<file path="src/rtl/led_ctrl.sv">
// led_ctrl -- LED enable mask and display-mode controller.
//
// Takes the one-cycle press pulses from the key edge detector and drives
// three board LEDs in one of three display modes:
//   STATIC (0) : LEDs show the enable mask directly
//   BLINK  (1) : enabled LEDs flash on/off, toggling on every prescaler tick
//   FLOW   (2) : a single lit LED walks 001 -> 010 -> 100, one step per tick
//
// Ports:
//   clk          system clock, all logic on the rising edge
//   rst          synchronous active-high reset
//   key_led_reg  [2:0] press pulses; bit i toggles the enable of LED i
//   key_mode_reg press pulse; advances STATIC -> BLINK -> FLOW -> STATIC
//   led          [2:0] registered LED drive, 1 = on
//   mode         [1:0] current display mode (the FSM register itself)
//
// Inputs are treated as levels: a bit held high acts on every cycle.

module led_ctrl #(
    parameter int CNT_MAX = 25_000_000
) (
    input  logic       clk,
    input  logic       rst,
    input  logic [2:0] key_led_reg,
    input  logic       key_mode_reg,
    output logic [2:0] led,
    output logic [1:0] mode
);

    localparam int              CW       = (CNT_MAX > 1) ? $clog2(CNT_MAX) : 1;
    localparam logic [CW-1:0]   CNT_LAST = CW'(CNT_MAX - 1);

    typedef enum logic [1:0] {
        MODE_STATIC = 2'd0,
        MODE_BLINK  = 2'd1,
        MODE_FLOW   = 2'd2,
        MODE_RSVD   = 2'd3
    } mode_t;

    mode_t          mode_reg,  mode_next;
    logic [2:0]     en_reg,    en_next;
    logic [CW-1:0]  cnt_reg,   cnt_next;
    logic           phase_reg, phase_next;
    logic [2:0]     pos_reg,   pos_next;
    logic [2:0]     led_reg,   led_next;
    logic           tick;
    logic           mode_chg;

    // ------------------------------------------------------------------
    // State registers
    // ------------------------------------------------------------------
    always_ff @(posedge clk) begin
        if (rst) begin
            mode_reg  <= MODE_STATIC;
            en_reg    <= 3'b000;
            cnt_reg   <= '0;
            phase_reg <= 1'b1;
            pos_reg   <= 3'b001;
            led_reg   <= 3'b000;
        end else begin
            mode_reg  <= mode_next;
            en_reg    <= en_next;
            cnt_reg   <= cnt_next;
            phase_reg <= phase_next;
            pos_reg   <= pos_next;
            led_reg   <= led_next;
        end
    end

    // ------------------------------------------------------------------
    // Next-state logic: prescaler, enable mask, mode FSM, blink/flow
    // ------------------------------------------------------------------
    always_comb begin
        tick       = (cnt_reg == CNT_LAST);
        // The reserved encoding is treated like a mode press so it
        // self-recovers to STATIC on the very next edge.
        mode_chg   = key_mode_reg || (mode_reg == MODE_RSVD);

        mode_next  = mode_reg;
        en_next    = en_reg ^ key_led_reg;   // mask toggles in every mode
        cnt_next   = tick ? '0 : cnt_reg + 1'b1;
        phase_next = phase_reg;
        pos_next   = pos_reg;

        if (mode_chg) begin
            // A mode change outranks a coincident tick: animation state
            // is reinitialised rather than advanced, and the prescaler
            // restarts so the new mode begins with a full period.
            case (mode_reg)
                MODE_STATIC: mode_next = MODE_BLINK;
                MODE_BLINK:  mode_next = MODE_FLOW;
                default:     mode_next = MODE_STATIC;
            endcase
            phase_next = 1'b1;
            pos_next   = 3'b001;
            cnt_next   = '0;
        end else if (tick) begin
            case (mode_reg)
                MODE_BLINK: phase_next = ~phase_reg;
                MODE_FLOW:  pos_next   = {pos_reg[1:0], pos_reg[2]};
                default:    ;
            endcase
        end
    end

    // ------------------------------------------------------------------
    // Output decode, one bit per LED, from the current register values
    // (so LEDs trail a state change by one cycle).
    // ------------------------------------------------------------------
    generate
        for (genvar gi = 0; gi < 3; gi++) begin : g_led
            assign led_next[gi] =
                (mode_reg == MODE_STATIC) ? en_reg[gi] :
                (mode_reg == MODE_BLINK)  ? (en_reg[gi] & phase_reg) :
                (mode_reg == MODE_FLOW)   ? pos_reg[gi] :
                                            1'b0;
        end
    endgenerate

    assign led  = led_reg;
    assign mode = mode_reg;

endmodule

</file>
<file path="config.mk">
export PLATFORM = sky130hd
export DESIGN_NAME = led_ctrl
export DESIGN_NICKNAME = d
export VERILOG_FILES = /design/src/rtl/led_ctrl.sv
export SDC_FILE = /design/constraint.sdc
export NUM_CORES = 1
export LEC_CHECK = 0
export BUFFER_PORTS_ARGS = -buffer_cell sky130_fd_sc_hd__buf_2
export CORE_MARGIN = 2
export CORE_UTILIZATION = 46
export DETAILED_ROUTE_END_ITERATION = 10
export PLACE_DENSITY = 0.73
export SETUP_SLACK_MARGIN = 0.1
export SKIP_CTS_REPAIR_TIMING = 1
export SLEW_MARGIN = 20
export SYNTH_ARGS = -nofsm -noshare
export SYNTH_HDL_FRONTEND = slang
export SYNTH_SLANG_ARGS = --single-unit
</file>
<file path="constraint.sdc">
create_clock -name clk -period 1.7 [get_ports clk]
set_clock_uncertainty 0.05 [all_clocks]
set_input_delay 0.255 -clock clk [delete_from_list [all_inputs] [get_ports clk]]
set_output_delay 0.255 -clock clk [all_outputs]
set_load 0.01 [all_outputs]
</file>
; Word level (Yosys, flattened, before mapping)
; Cells that the tools add are included.
[word_totals]
out_inout_bits = 5
ff_bits = 37
elab_cells = 32
inputBits = 6
[classes]
reduce_logical = 6
add_sub_neg = 1
muxes = 10
bitwise = 5
n_eq_ne = 4
[ops]
columns = cell, count
row1 = "25-bit by 1-bit adder with 25-bit output, second input constant", 1
row2 = "25-bit == test, second input constant", 1
row3 = 1-bit two-way mux, 9
row4 = "2-bit == test, second input constant", 2
row5 = 2-bit one-hot mux with 2 select lines, 1
row6 = 2-bit AND reduction, 2
row7 = 1-bit bitwise AND, 3
row8 = 3-bit OR reduction, 1
row9 = 3-bit bitwise XOR, 1
row10 = "2-bit by 1-bit == test with 1-bit output, second input constant", 1
row11 = 2-bit zero test, 1
row12 = 2-bit OR reduction, 1
row13 = 1-bit logical OR, 1
row14 = 1-bit NOT, 1

; Longest topological paths before layout
[depth]
depth_word = 4
mapped_depth = 7
mapped_depth_nobuf = 5

; Least setup slack after synthesis
; Ideal clock, no wire load.
[synth_timing]
kind = reg2reg
from = reg cnt_reg[0]
to = reg cnt_reg[24]
stages_incl_launch_ff = 8
setup_time_ns = 0.071
required_time_ns = 1.579
synth_period_minus_slack_ns = 1.867
slack_ns = -0.167
path_buffers = 2
t_arrival_ns = 1.745
cell_sequence = dfxtp_1 ha_1 clkbuf_8 nand3_1 or4_1 buf_2 or4_1 a21oi_1
[synth_between]
elab_chain_len = 2
word_cells_on_any_way = 3
cone_classes = 1 x add/sub / 1 x eq/ne / 1 x reduce/logical
[synth_lines]
columns = element, line_no
row1 = from (decl), 42  ; logic [CW-1:0] cnt_reg, cnt_next;
row2 = from (signal assigned), 63  ; cnt_reg <= cnt_next;
row3 = "parallel branches: the longest is 2 deep, another holds 25-bit by 1-bit adder with 25-bit output", --
; Several ways; the timed one is not identified.
; A chain may end at the register's enable or synchronous reset.

; Final worst setup path
; Ends and elaborated chain as after synthesis.

==> summary.txt <==
Power
  • Worst vdd ir: 0.399 mV
  • Cell Pwr Density: 687 nW/µm²
  • P_leak: 0.852 nW

Routing
  • DR DRC count: 0
  • DRT Pass-1 Iters: 4
  • WL/cell: 14.8 µm
  • Avg Vias per Cell: 5.55
  • Via count: 1642
  • DRT iter0 DRCs: 79
  • Detailed Route WL: 4390 µm
  • Detail Route Antenna Nets: 0

Clock network
  • Worst-skew pair later-pin latency: 290 ps
  • Clock sink count: 37
  • H-tree Lvls: 2
  • Root buffer cell: clkbuf_8
  • Clock slew at reported path FFs: 70 ps
  • CTS Buf Count: 5
  • CTS tree: done
  • Longest Clk Path Bufs: 2

Hold path
  • Worst Hold Class: in -> reg

Timing
  • Final Critical Period: 1820 ps
  • Total negative slack: -224 ps
  • Slew @ Worst Pin: 483 ps
  • Final setup margin: -120 ps
  • Max_slew headroom: 67.6%
  • Final Setup Violations: 4
  • Final period utilization: 107%
  • Achievable frequency: 549 MHz
  • Smallest hold slack: 175 ps
  • Unrepaired setup endpoints after global routing: yes
  • Final hold violations: 0
  • Pins over their slew limit: 0

Critical path
  • Worst path required time: 1820 ps
  • Startpoint types: register
  • Worst Path Arrival: 1940 ps
  • Critical path class: reg -> reg
  • CP max stage delay: 550 ps
  • WP buf/inv: 1
  • Delay-heaviest family, CP: simple AND/OR/NAND/NOR gates
  • CP Capture Type: register
  • Slowest cell on crit path: or4_4
  • Cell Chain, Critical Path: ha_4 -> nand3_2 -> or4_4 -> buf_4 -> o31ai_1 -> a21oi_2
  • Crit path max fanout: 6

Layout
  • Max reg flops: 25
  • Synthesis-to-layout area growth: 40.2%
  • Final Instance Area: 2400 µm²
  • Diodes inserted: 0
  • Fin nets: 255
  • Post-route insts no fill: 296
  • Share of layout cells above drive strength 1: 45.2%

Global route
  • Total track usage: 19.2%
  • Grt ovf: 0
  • Vias in the first global route: 1408
  • Initial antenna violation count: 0
  • First-pass GRT wire length: 6270 µm
  • Grt peak-use layer: met2
  • Met3 usage: 4.86%
  • Pin count of the biggest net entering global routing: 20
  • Grt met1 use: 23.9%
  • Met2 usage: 32.0%

Placed design
  • Total cell area at the placement stage: 2030 µm²
  • Detail Placement HPWL: 2670 µm
  • Placed cells: 278
  • Gpl congestion: 0.803
  • I/O Buffers: 10

Floorplan
  • Ports: 11
  • Chip height: 65.1 µm
  • Core area: 3630 µm²
  • Site Rows: 22
  • Die area: 4230 µm²
  • Initial Util: 47.2%
  • Die width: 65.1 µm

Logic synthesis
  • Count leader, synth: dfxtp_1
  • Cell Area, Synth: 1720 µm²
  • #FFs+latches synth: 37
  • Yosys top cell by area: dfxtp_1
  • Post-synthesis cell type count: 33
  • Post-synth EDFFs: 0
  • Register area share after synthesis: 43.2%
  • Primary FF master, synth: dfxtp_1
  • Syn_nets: 207
  • Mean area per synthesized cell: 8.58 µm²
  • Asr flop ratio synth: 0%
  • Synth top area share: 43.2%
  • Yosys Warn Count: 0
  • Synth top cells by count: dfxtp_1, nor2_1, a21oi_1, nand4_1
  • Syn Inst Count: 200
  • Top post-synthesis cells by area: dfxtp_1, nor2_1, xor2_1

Run
  • Number of max-cap violations: 0

Status
  • Violated checks: setup timing
  • Status: finished with violations
[tightest hold or removal path, cell delays in order]
cell and delay (ps):
buf_2 80, xnor2_1 60, nor2_1 70
[through the flow]
| step | worst slack [ps] | power [W] | utilization, % |
|---|---|---|---|
| detailed placement | -60.0 | 0.00104 | 55.8 |
| global placement | -33.0 | 0.00104 | 55.8 |
| floorplan | -166 | 0.000994 | - |
| global route | -192 | 0.00171 | 66.2 |
| finish | -120 | 0.00165 | 66.2 |
| CTS | -74.4 | 0.00164 | 58.1 |
[cell families after synthesis]
kind of cell	count (synthesis)	share of synthesized area (%)
flip-flops	37	43.2
AND/OR/NAND/NOR	91	29.5
buffers and inverters	16	4.45
multiplexers	3	1.75
AO/OA/AOI/OAI	37	12.8
adder cells (fa/ha/maj)	1	0.729
XOR/XNOR	15	7.66
[cells in the final DEF, fill, tap and decap left out, drive strengths merged, types with 3 or more instances in the layout]
| cell type | netlist | routed |
|---|---|---|
| and2 | 5 | 5 |
| xor2 | 10 | 10 |
| or4 | 8 | 8 |
| buf | 5 | 52 |
| dfxtp | 37 | 37 |
| clkbuf | 6 | 7 |
| inv | 5 | 5 |
| nand4 | 13 | 13 |
| nor2 | 26 | 26 |
| o21ai | 6 | 6 |
| or3 | 4 | 4 |
| and4 | 7 | 7 |
| mux2i | 3 | 3 |
| nand3 | 9 | 9 |
| nand2 | 8 | 8 |
| a21oi | 17 | 17 |
| o31ai | 10 | 10 |
| xnor2 | 5 | 5 |
[metal layers]
| metal | routed length, µm | vias to the layer above |
|---|---|---|
| met4 | 60 | 0 |
| met1 | 1940 | 788 |
| met5 | 0 | - |
| li1 | - | 833 |
| met3 | 76 | 8 |
| met2 | 2310 | 13 |
[path summary, 6_finish.rpt]
kind                                              start                 endpoint  slack, ps  depth (start not counted)
worst max-delay path              cnt_reg[0]$_SDFF_PP0_   cnt_reg[24]$_SDFF_PP0_       -120                          6
worst min-delay path                     key_led_reg[2]     en_reg[2]$_SDFF_PP0_        170                          3
worst max register to register    cnt_reg[0]$_SDFF_PP0_   cnt_reg[24]$_SDFF_PP0_       -120                          6
worst min register to register  pos_reg[1]$_SDFFE_PP0P_  pos_reg[1]$_SDFFE_PP0P_        440                          2
[power breakdown]
group	switching (W)	internal [W]
sequential	0.0000136	0.000887
combinational	0.0000745	0.0000599
clock	0.000296	0.000322
[final cells by class]
type,instances,area (µm²)
Fill cell,302,1230
Clock buffer,7,86.3
Inverter,5,18.8
Timing Repair Buffer,52,404
Tap cell,48,60.1
Sequential cell,37,758
Multi-Input combinational cell,147,1080
Power figures use the tool's default switching activity.
